==> config.mk <==
export PLATFORM = sky130hd
export DESIGN_NAME = map_draw
export DESIGN_NICKNAME = d
export VERILOG_FILES = /design/src/rtl/game_pkg.sv /design/src/rtl/vga_pkg.sv /design/src/rtl/map_draw_snapshot.sv /design/src/rtl/map_draw.sv
export SDC_FILE = /design/constraint.sdc
export NUM_CORES = 2
export LEC_CHECK = 0
export BUFFER_PORTS_ARGS = -buffer_cell sky130_fd_sc_hd__buf_2
export CAP_MARGIN = 20
export CORE_AREA = 2 2 629 631
export CTS_CLUSTER_SIZE = 30
export DETAILED_ROUTE_END_ITERATION = 8
export DIE_AREA = 0 0 631 633
export HOLD_SLACK_MARGIN = 0.03
export PLACE_DENSITY_LB_ADDON = 0.3
export SLEW_MARGIN = 15
export SYNTH_ARGS = -nofsm -noshare
export SYNTH_HDL_FRONTEND = slang
export SYNTH_SLANG_ARGS = --single-unit
==> constraint.sdc <==
create_clock -name clk -period 5.2 [get_ports clk]
set_clock_uncertainty 0.1 [all_clocks]
set_input_delay 1.04 -clock clk [delete_from_list [all_inputs] [get_ports clk]]
set_output_delay 1.04 -clock clk [all_outputs]
set_load 0.005 [all_outputs]
==> src/rtl/game_pkg.sv <==
// Game-wide map definitions shared by the player control and drawing blocks.
//   tile       : per-cell content of the tile map
//   MAP_WIDTH  : map width in tiles
//   MAP_HEIGHT : map height in tiles
package game_pkg;
  localparam int MAP_WIDTH  = 32;
  localparam int MAP_HEIGHT = 24;

  // Encoding 2'd3 is unused; the drawer flags it with a debug colour.
  typedef enum logic [1:0] {
    EMPTY   = 2'd0,
    PLAYER1 = 2'd1,
    PLAYER2 = 2'd2
  } tile;
endpackage

==> src/rtl/vga_pkg.sv <==
// VGA colour constants (4:4:4 RGB) used by the drawing blocks.
package vga_pkg;
  localparam logic [11:0] PLAYER1_COLOR = 12'hF00;
  localparam logic [11:0] PLAYER2_COLOR = 12'h00F;
  localparam logic [11:0] GRID_COLOR    = 12'h333;
  localparam logic [11:0] DEBUG_COLOR   = 12'hF0F;
endpackage

==> src/rtl/map_draw_snapshot.sv <==
// Once-per-frame map capture and blink state for map_draw.
//   clk, rst_n            : pixel clock, async active-low reset
//   i_map                 : live tile map
//   i_player1_collision   : live player-1 collision flag
//   i_vblnk               : vertical blank; its rising edge is the capture point
//   o_snap                : map as captured at the last vblnk rising edge
//   o_coll                : collision flag captured with the map
//   o_blink               : blink phase for collided PLAYER1 tiles
module map_draw_snapshot
  import game_pkg::*;
#(
  parameter int BLINK_FRAMES = 16
) (
  input  logic clk,
  input  logic rst_n,
  input  tile  i_map [MAP_WIDTH][MAP_HEIGHT],
  input  logic i_player1_collision,
  input  logic i_vblnk,
  output tile  o_snap [MAP_WIDTH][MAP_HEIGHT],
  output logic o_coll,
  output logic o_blink
);
  localparam logic [7:0] FRAME_LAST = 8'(BLINK_FRAMES - 1);

  tile        r_snap [MAP_WIDTH][MAP_HEIGHT];
  logic       r_vblnk_d;
  logic       r_armed;
  logic       r_coll;
  logic       r_blink;
  logic [7:0] r_frame;
  logic       w_edge;

  // r_armed suppresses the false edge seen when vblnk is already high as
  // reset releases (r_vblnk_d comes out of reset at 0).
  assign w_edge = i_vblnk & ~r_vblnk_d & r_armed;

  always_ff @(posedge clk or negedge rst_n) begin
    if (!rst_n) begin
      for (int x = 0; x < MAP_WIDTH; x++)
        for (int y = 0; y < MAP_HEIGHT; y++)
          r_snap[x][y] <= EMPTY;
      r_vblnk_d <= 1'b0;
      r_armed   <= 1'b0;
      r_coll    <= 1'b0;
      r_blink   <= 1'b0;
      r_frame   <= 8'd0;
    end else begin
      r_vblnk_d <= i_vblnk;
      r_armed   <= 1'b1;
      if (w_edge) begin
        r_snap <= i_map;
        r_coll <= i_player1_collision;
        if (r_frame == FRAME_LAST) begin
          r_frame <= 8'd0;
          r_blink <= i_player1_collision ? ~r_blink : 1'b0;
        end else begin
          r_frame <= r_frame + 8'd1;
          if (!i_player1_collision) r_blink <= 1'b0;
        end
      end
    end
  end

  assign o_snap  = r_snap;
  assign o_coll  = r_coll;
  assign o_blink = r_blink;
endmodule

==> src/rtl/map_draw.sv <==
// Tile map overlay for the VGA chain: draws one coloured square per map tile
// over the background stream, from a per-frame snapshot of the map.
//   clk, rst_n           : pixel clock, async active-low reset
//   i_map                : live tile map
//   i_player1_collision  : player-1 collision flag (blinks PLAYER1 tiles)
//   i_hcount/i_vcount    : pixel counters (11 bit)
//   i_hsync/i_vsync      : sync strobes
//   i_hblnk/i_vblnk      : blanking strobes
//   i_rgb                : background pixel, 4:4:4
//   o_*                  : same signals delayed 2 cycles; o_rgb is composited
module map_draw
  import game_pkg::*;
  import vga_pkg::*;
#(
  parameter int TILE_SIZE    = 16,
  parameter int X_OFFSET     = 0,
  parameter int Y_OFFSET     = 0,
  parameter int BLINK_FRAMES = 16,
  parameter int GRID_EN      = 1
) (
  input  logic        clk,
  input  logic        rst_n,
  input  tile         i_map [MAP_WIDTH][MAP_HEIGHT],
  input  logic        i_player1_collision,
  input  logic [10:0] i_hcount,
  input  logic [10:0] i_vcount,
  input  logic        i_hsync,
  input  logic        i_vsync,
  input  logic        i_hblnk,
  input  logic        i_vblnk,
  input  logic [11:0] i_rgb,
  output logic [10:0] o_hcount,
  output logic [10:0] o_vcount,
  output logic        o_hsync,
  output logic        o_vsync,
  output logic        o_hblnk,
  output logic        o_vblnk,
  output logic [11:0] o_rgb
);
  localparam int          SH       = $clog2(TILE_SIZE);
  localparam int          TXW      = $clog2(MAP_WIDTH);
  localparam int          TYW      = $clog2(MAP_HEIGHT);
  localparam logic [10:0] MAP_W_PX = 11'(MAP_WIDTH * TILE_SIZE);
  localparam logic [10:0] MAP_H_PX = 11'(MAP_HEIGHT * TILE_SIZE);

  tile  w_snap [MAP_WIDTH][MAP_HEIGHT];
  logic w_coll;
  logic w_blink;

  map_draw_snapshot #(.BLINK_FRAMES(BLINK_FRAMES)) u_snap (
    .clk                 (clk),
    .rst_n               (rst_n),
    .i_map               (i_map),
    .i_player1_collision (i_player1_collision),
    .i_vblnk             (i_vblnk),
    .o_snap              (w_snap),
    .o_coll              (w_coll),
    .o_blink             (w_blink)
  );

  // Offset subtraction one bit wider: bit 11 is the borrow, i.e. the pixel
  // lies left of / above the map area and must not wrap into it.
  logic [11:0] w_dx, w_dy;
  logic        w_in_map, w_on_grid;
  assign w_dx      = {1'b0, i_hcount} - 12'(X_OFFSET);
  assign w_dy      = {1'b0, i_vcount} - 12'(Y_OFFSET);
  assign w_in_map  = !w_dx[11] && (w_dx[10:0] < MAP_W_PX) &&
                     !w_dy[11] && (w_dy[10:0] < MAP_H_PX);
  assign w_on_grid = (GRID_EN != 0) &&
                     ((w_dx[SH-1:0] == '0) || (w_dy[SH-1:0] == '0));

  // Stage 1
  logic [10:0]    r1_hcount, r1_vcount;
  logic           r1_hsync, r1_vsync, r1_hblnk, r1_vblnk;
  logic [11:0]    r1_rgb;
  logic           r1_in_map, r1_on_grid;
  logic [TXW-1:0] r1_tx;
  logic [TYW-1:0] r1_ty;

  always_ff @(posedge clk or negedge rst_n) begin
    if (!rst_n) begin
      r1_hcount  <= '0;
      r1_vcount  <= '0;
      r1_hsync   <= 1'b0;
      r1_vsync   <= 1'b0;
      r1_hblnk   <= 1'b0;
      r1_vblnk   <= 1'b0;
      r1_rgb     <= '0;
      r1_in_map  <= 1'b0;
      r1_on_grid <= 1'b0;
      r1_tx      <= '0;
      r1_ty      <= '0;
    end else begin
      r1_hcount  <= i_hcount;
      r1_vcount  <= i_vcount;
      r1_hsync   <= i_hsync;
      r1_vsync   <= i_vsync;
      r1_hblnk   <= i_hblnk;
      r1_vblnk   <= i_vblnk;
      r1_rgb     <= i_rgb;
      r1_in_map  <= w_in_map;
      r1_on_grid <= w_on_grid;
      // Upper bits are zero whenever in_map holds, so the slice is exact.
      r1_tx      <= w_dx[SH +: TXW];
      r1_ty      <= w_dy[SH +: TYW];
    end
  end

  // Stage 2 colour select
  tile         w_tile;
  logic [11:0] w_rgb;

  always_comb begin
    w_tile = EMPTY;
    if (r1_in_map) w_tile = w_snap[r1_tx][r1_ty];
    w_rgb = r1_rgb;
    if (r1_hblnk || r1_vblnk) begin
      w_rgb = 12'h000;
    end else if (r1_in_map) begin
      case (w_tile)
        PLAYER1: w_rgb = (w_coll && w_blink) ? r1_rgb : PLAYER1_COLOR;
        PLAYER2: w_rgb = PLAYER2_COLOR;
        EMPTY:   w_rgb = r1_on_grid ? GRID_COLOR : r1_rgb;
        default: w_rgb = DEBUG_COLOR;
      endcase
    end
  end

  always_ff @(posedge clk or negedge rst_n) begin
    if (!rst_n) begin
      o_hcount <= '0;
      o_vcount <= '0;
      o_hsync  <= 1'b0;
      o_vsync  <= 1'b0;
      o_hblnk  <= 1'b0;
      o_vblnk  <= 1'b0;
      o_rgb    <= '0;
    end else begin
      o_hcount <= r1_hcount;
      o_vcount <= r1_vcount;
      o_hsync  <= r1_hsync;
      o_vsync  <= r1_vsync;
      o_hblnk  <= r1_hblnk;
      o_vblnk  <= r1_vblnk;
      o_rgb    <= w_rgb;
    end
  end
endmodule

== After elaboration in Yosys (flattened, before gate mapping) ==
Index checks and enable logic that the tools add are counted.

* $lt $le $gt $ge: 4
* Bitwise gates (word level): 6
* Reduce and logical (&&, ||, !) cells: 8
* Mux-type cells: 16
* Eq/ne operators: 4
* Add/sub/neg operators: 1

{| class="wikitable"
|+ Operators by type and width
! kind !! number
|-
| binary-select mux 48 bit (select 5 bit) || 1
|-
| 2-to-1 mux 48 bit || 2
|-
| 2-to-1 mux 12 bit || 4
|-
| one-hot mux 12 bit (3 select lines) || 1
|-
| >= comparator 6 bit, second input constant || 2
|-
| inverter 5 -> 6 bit || 2
|-
| less-than comparator 11 x 10 -> 1 bit, second input constant || 1
|-
| less-than comparator 11 x 9 -> 1 bit, second input constant || 1
|-
| binary-select mux 2 bit (select 5 bit) || 1
|-
| adder 8 x 1 -> 8 bit, second input constant || 1
|-
| == test 8 x 4 -> 1 bit, second input constant || 1
|-
| logical NOT 4 bit || 2
|-
| 2-to-1 mux 8 bit || 1
|-
| 2-to-1 mux 2 bit || 3
|-
| 2-to-1 mux 1 bit || 3
|-
| AND 1 bit || 2
|-
| == test 2 x 1 -> 1 bit, second input constant || 1
|-
| == test 2 bit, second input constant || 1
|-
| logical AND 1 bit || 2
|-
| logical NOT 2 bit || 1
|-
| logical OR 1 bit || 2
|-
| inequality test 2 x 1 -> 1 bit, second input constant || 1
|-
| inverter 1 bit || 2
|-
| AND reduction 2 bit || 1
|}

* Bits in registers: 1,635
* Bits of input ports: 1,577

== Logic depth before layout (Yosys ltp) ==
* Word-level depth: 12
* Gate-level depth with buffers: 16
* Gate-level depth less buffers: 10

== Cells and area by module ==
A second synthesis with hierarchy kept.

* Cell total of the unflattened synthesis: 7,774
* Area, all modules: 73,052.6 um2

{| class="wikitable"
|+ Modules (own cells, without submodules)
! module !! area an instance (um2) !! cells an instance !! times used
|-
| map_draw_snapshot || 57,661.6 || 6,540 || 1
|-
| map_draw || 15,391.0 || 1,234 || 1
|}

== Worst setup path after synthesis ==
No wires, ideal clock.

* Kind: register to register
* Start point: register r1_tx[0]
* End point: register o_rgb[0]
* Data arrival time: 2.955 ns
* Clock period less this slack: 3.178 ns
* Required time: 4.977 ns
* Stages on the path, launching flop included: 13
* Path buffers: 2
* Setup slack: 2.022 ns
* Path through: dfrtp_1 -> buf_6 -> buf_12 -> mux4_2 -> o221ai_1 -> a21oi_1 -> or4_1 -> nor3_1 -> nor3_1 -> nor3_2 -> or2b_4 -> o21ai_2 -> o221a_1

* Word-level cells in the longest chain between the ends: 12
* Elaborated cells between the ends (all ways): 14
* Those cells by class: eq/ne (2); mux (10); bitwise (1); reduce/logical (1)

{| class="wikitable"
|+ RTL lines
! item !! line !! source
|-
| start, declared || map_draw.sv:77 || <nowiki>logic [TXW-1:0] r1_tx;</nowiki>
|-
| start signal, assigned || map_draw.sv:104 || <nowiki>r1_tx <= w_dx[SH +: TXW];</nowiki>
|-
| inverter 5 -> 6 bit (not written as such) (*) || map_draw.sv:115 || <nowiki>if (r1_in_map) w_tile = w_snap[r1_tx][r1_ty];</nowiki>
|-
| binary-select mux 48 bit (select 5 bit) (*) || map_draw.sv:115 ||
|-
| 2-to-1 mux 48 bit (not written as such) (*) (2 in a row) || map_draw.sv:115 ||
|-
| binary-select mux 2 bit (select 5 bit) (*) || map_draw.sv:115 ||
|-
| 2-to-1 mux 2 bit (not written as such) (*) (2 in a row) || map_draw.sv:115 ||
|-
| 2-to-1 mux 2 bit (*) || map_draw.sv:115 ||
|-
| == test 2 bit, or another cell as far along || map_draw.sv:120 || <nowiki>case (w_tile)</nowiki>
|-
| one-hot mux 12 bit (3 select lines) (*) || map_draw.sv:120 ||
|-
| 2-to-1 mux 12 bit (*) || map_draw.sv:119 || <nowiki>end else if (r1_in_map) begin</nowiki>
|-
| 2-to-1 mux 12 bit (*) || map_draw.sv:117 || <nowiki>if (r1_hblnk || r1_vblnk) begin</nowiki>
|-
| named net w_rgb[0] || map_draw.sv:111 || <nowiki>logic [11:0] w_rgb;</nowiki>
|-
| end signal, assigned || map_draw.sv:145 || <nowiki>o_rgb <= w_rgb;</nowiki>
|-
| end, declared || map_draw.sv:38 || <nowiki>output logic [11:0] o_rgb</nowiki>
|}

Mark *: on every way through the listed nets, which the timed path passes. The rest lies on a longest branch. The select of a mux whose other input is x is not followed.
A chain may end at the register's enable or synchronous reset.

== Worst setup path after layout ==
* Start point: register r1_tx[0]
* End point: register o_rgb[9]

Same word-level chain as after synthesis.

==> results.txt <==
Clk Latency, worst-skew pair -> 0.96 ns
Crit path largest cell delay -> 0.78 ns
Post-CTS Repair Setup Buffers -> 0
share of cells above drive strength 1 -> 0.264
Vert. Die Dim -> 633 um
vias in the first global route -> 64,300
top post-synthesis cells by count -> 4,687 x nand2_1, 1,625 x dfrtp_1, 378 x clkbuf_1, 311 x mux4_2, 157 x mux2i_1
FP Rows -> 230
Seq/Total Area, Yosys -> 0.557
H-tree Lvls -> 4
FF-to-FF setup slack -> 0.24 ns
port bufs -> 1,614
clk slew on worst S/H paths -> 0.07 ns
drt wl/cell -> 31.2 um
crit path cell chain -> buf_12 -> buf_4 -> mux4_2 -> o22ai_1 -> o21ai_0 -> buf_4 -> nand4_1 -> a2111oi_1 -> nor3_2 -> buf_4 -> or2b_4 -> o21ai_1 -> a211oi_1
CP top delay family -> compound AO/OA/AOI/OAI gates
Period minus WS final -> 4.96 ns
setup_tns -> 0 ns
final net count -> 10,900
Leakage -> 0.0484 uW
Gate Count Post-Synth -> 7,809
Initial DRC Count -> 5,073
Hold WS -> 0.163 ns
Synth area leaders -> dfrtp_1 56%, nand2_1 24%, mux4_2 9.6%
Pins Over Slew Limit -> 0
main flop type after synthesis -> dfrtp_1
largest net degree at the start of global routing -> 150
final period utilization -> 0.955
Slew HR -> 0.211
first-pass GRT wire length -> 603,000 um
Synth Area per Inst -> 9.35 um2
DRT Pass-1 Iters -> 6
Mapped Area -> 0.0730 mm2
CTS root buf -> clkbuf_16
Fmax -> 201 MHz
# IOs -> 1,615
global routing usage on met2 -> 0.394
CP Depth -> 13
Worst-Margin Slew -> 1.18 ns
Remaining DRCs -> 0
GR peak layer -> met2
met3 GRT Util -> 0.0538
HP Class -> input pin to flip-flop
status -> complete, no violations
Synth cell types -> 78
Critical Path Source Type -> flip-flop
critical path's slowest cell -> o21ai_0
count leader, synth -> nand2_1
Total Routing Usage GR -> 0.226
die footprint -> 0.399 mm2
Worst Setup EP -> o_rgb[9]$_DFF_PN0_
largest fanout on the critical path -> 37
post-synth net total -> 9,387
biggest area consumer among synthesized cells -> dfrtp_1
remaining antenna violation count -> 0
DIE WIDTH -> 631 um
required time worst endpoint -> 5.85 ns
crit end category -> flip-flop
CTS sink cnt -> 1,625
via count -> 64,300
Vias per Instance -> 4.31
cell mode on critical path -> buf_4
crit path buf inv count -> 4
#FFs+latches synth -> 1,625
GRT Residual Overflow -> 0
final WL -> 466,000 um
initial antenna violation count -> 419
Post-synth EDFFs -> 0
Area Overhead vs Synth -> 30.4%
CTS tree -> built
R2R depth -> 13
pwr dens -> 400 mW/mm2
met1 usage -> 0.258
crit path launch -> r1_tx[0]$_DFF_PN0_
core area -> 0.392 mm2
Final Hold Viols -> 0
worst hold start -> i_map[347]
RSZ-0062 raised after global routing -> no
Crit Path Class -> flip-flop to flip-flop
starting density of the core -> 0.186
HPWL Detailed -> 377,000 um
max cap viols -> 0
Yosys top cell area share -> 0.557
setup violators final -> 0
Clock Tree Buf Depth -> 4
R2R Path End -> o_rgb[9]$_DFF_PN0_
Num CTS Buffers -> 206
asr flop ratio synth -> 1.00
Max IR drop VDD -> 0.317 mV
Ys Warns -> 0
worst r2r src -> r1_tx[0]$_DFF_PN0_
Worst Path Arrival -> 5.61 ns
gp weighted congestion -> 0.896
flip-flops by register name, summed over array words and instances, names as in the netlist, 4 cells and up:
signal          cells
r1_hcount           7
r1_rgb             12
u_snap.o_snap    1536
o_hcount           11
r1_vcount           7
o_vcount           11
r1_tx               4
u_snap.r_frame      8
r1_ty               4
o_rgb              12
cell families after synthesis:
group | Yosys count | synth area share
AND/OR/NAND/NOR | 4887 | 0.256
flip-flops | 1625 | 0.557
buffers and inverters | 506 | 0.0336
multiplexers | 490 | 0.123
AO/OA/AOI/OAI | 291 | 0.0292
XOR/XNOR | 8 | 0.000960
adder cells (fa/ha/maj) | 1 | 0.000171
other | 1 | 0.0000514
power breakdown:
group,internal [uW],switching [uW]
Clock,9080,6370
Sequential,14600,1620
Combinational,2420,3940
Total,26100,11900
worst min path at each step:
| stage | end | slack, ns | depth (start not counted) |
|---|---|---|---|
| 2_1_floorplan | o_hcount[0]$_DFF_PN0_ | 0.23 | 0 |
| 3_3_place_gp | o_hcount[2]$_DFF_PN0_ | 0.23 | 0 |
| 3_5_place_dp | o_hcount[2]$_DFF_PN0_ | 0.23 | 0 |
| 4_1_cts | u_snap.o_snap[347]$_DFFE_PN0P_ | 0.06 | 3 |
| 5_1_grt | r1_vcount[9]$_DFF_PN0_ | 0.10 | 1 |
| 6_report | u_snap.o_snap[347]$_DFFE_PN0P_ | 0.16 | 3 |
layout by cell type, fill, tap and decap left out, types with 17 or more instances in the layout:
master,n
o21ai_0,26
buf_4,122
mux4_2,311
o22ai_1,27
a22oi_1,52
clkbuf_1,40
nor2_1,33
clkinv_2,29
o221ai_1,51
nand4_1,17
nand2_1,4686
dfrtp_1,1617
nor3_1,20
diode_2,209
clkbuf_8,44
buf_12,60
mux2i_1,157
bufinv_16,22
clkbuf_16,207
buf_2,1613
a21oi_1,43
nand3_1,49
routing by layer:
layer	vias to the layer above	routed length [um]
met3	938	31300
li1	28500	-
met4	144	25500
met1	32200	175000
met5	-	908
met2	2539	233000
layout make-up:
cell class / instances / area [um2]
fill: 43100 / 297000
tap: 5220 / 6530
clock inverter: 80 / 1220
antenna: 209 / 523
timing repair buffer: 1797 / 10200
inverter: 13 / 56.3
clock buffer: 291 / 5940
sequential: 1625 / 40700
multi-input combinational: 5678 / 30000
timing repair:
action,in CTS,in global routing
endpoints found under the setup margin,0,2
hold endpoints to repair,7,0
gates resized for setup,0,1
hold buffers,1,0
stage by stage:
stage / setup slack, ns / cell area (um2) / cells / utilization / total power, uW
after floorplan: 2.02 / 73000 / 7809 / - / 18700
after global placement: 0.0577 / 87500 / 14300 / 0.223 / 22900
after detailed placement: 0.142 / 87500 / 14300 / 0.223 / 22900
after CTS: 0.0737 / 94600 / 14700 / 0.241 / 38600
after global routing: 0.141 / 95000 / 14800 / 0.242 / 39700
final: 0.236 / 95200 / 14900 / 0.243 / 38000
worst register-to-register path, stage by stage, from the launching register on:
cell	delay [ns]
dfrtp_4	0.53
buf_12	0.33
buf_4	0.56
mux4_2	0.36
o22ai_1	0.09
o21ai_0	0.78
buf_4	0.24
nand4_1	0.13
a2111oi_1	0.68
nor3_2	0.20
buf_4	0.25
or2b_4	0.30
o21ai_1	0.20
a211oi_1	0.08
Note: power is estimated with default switching activity, not from simulation.
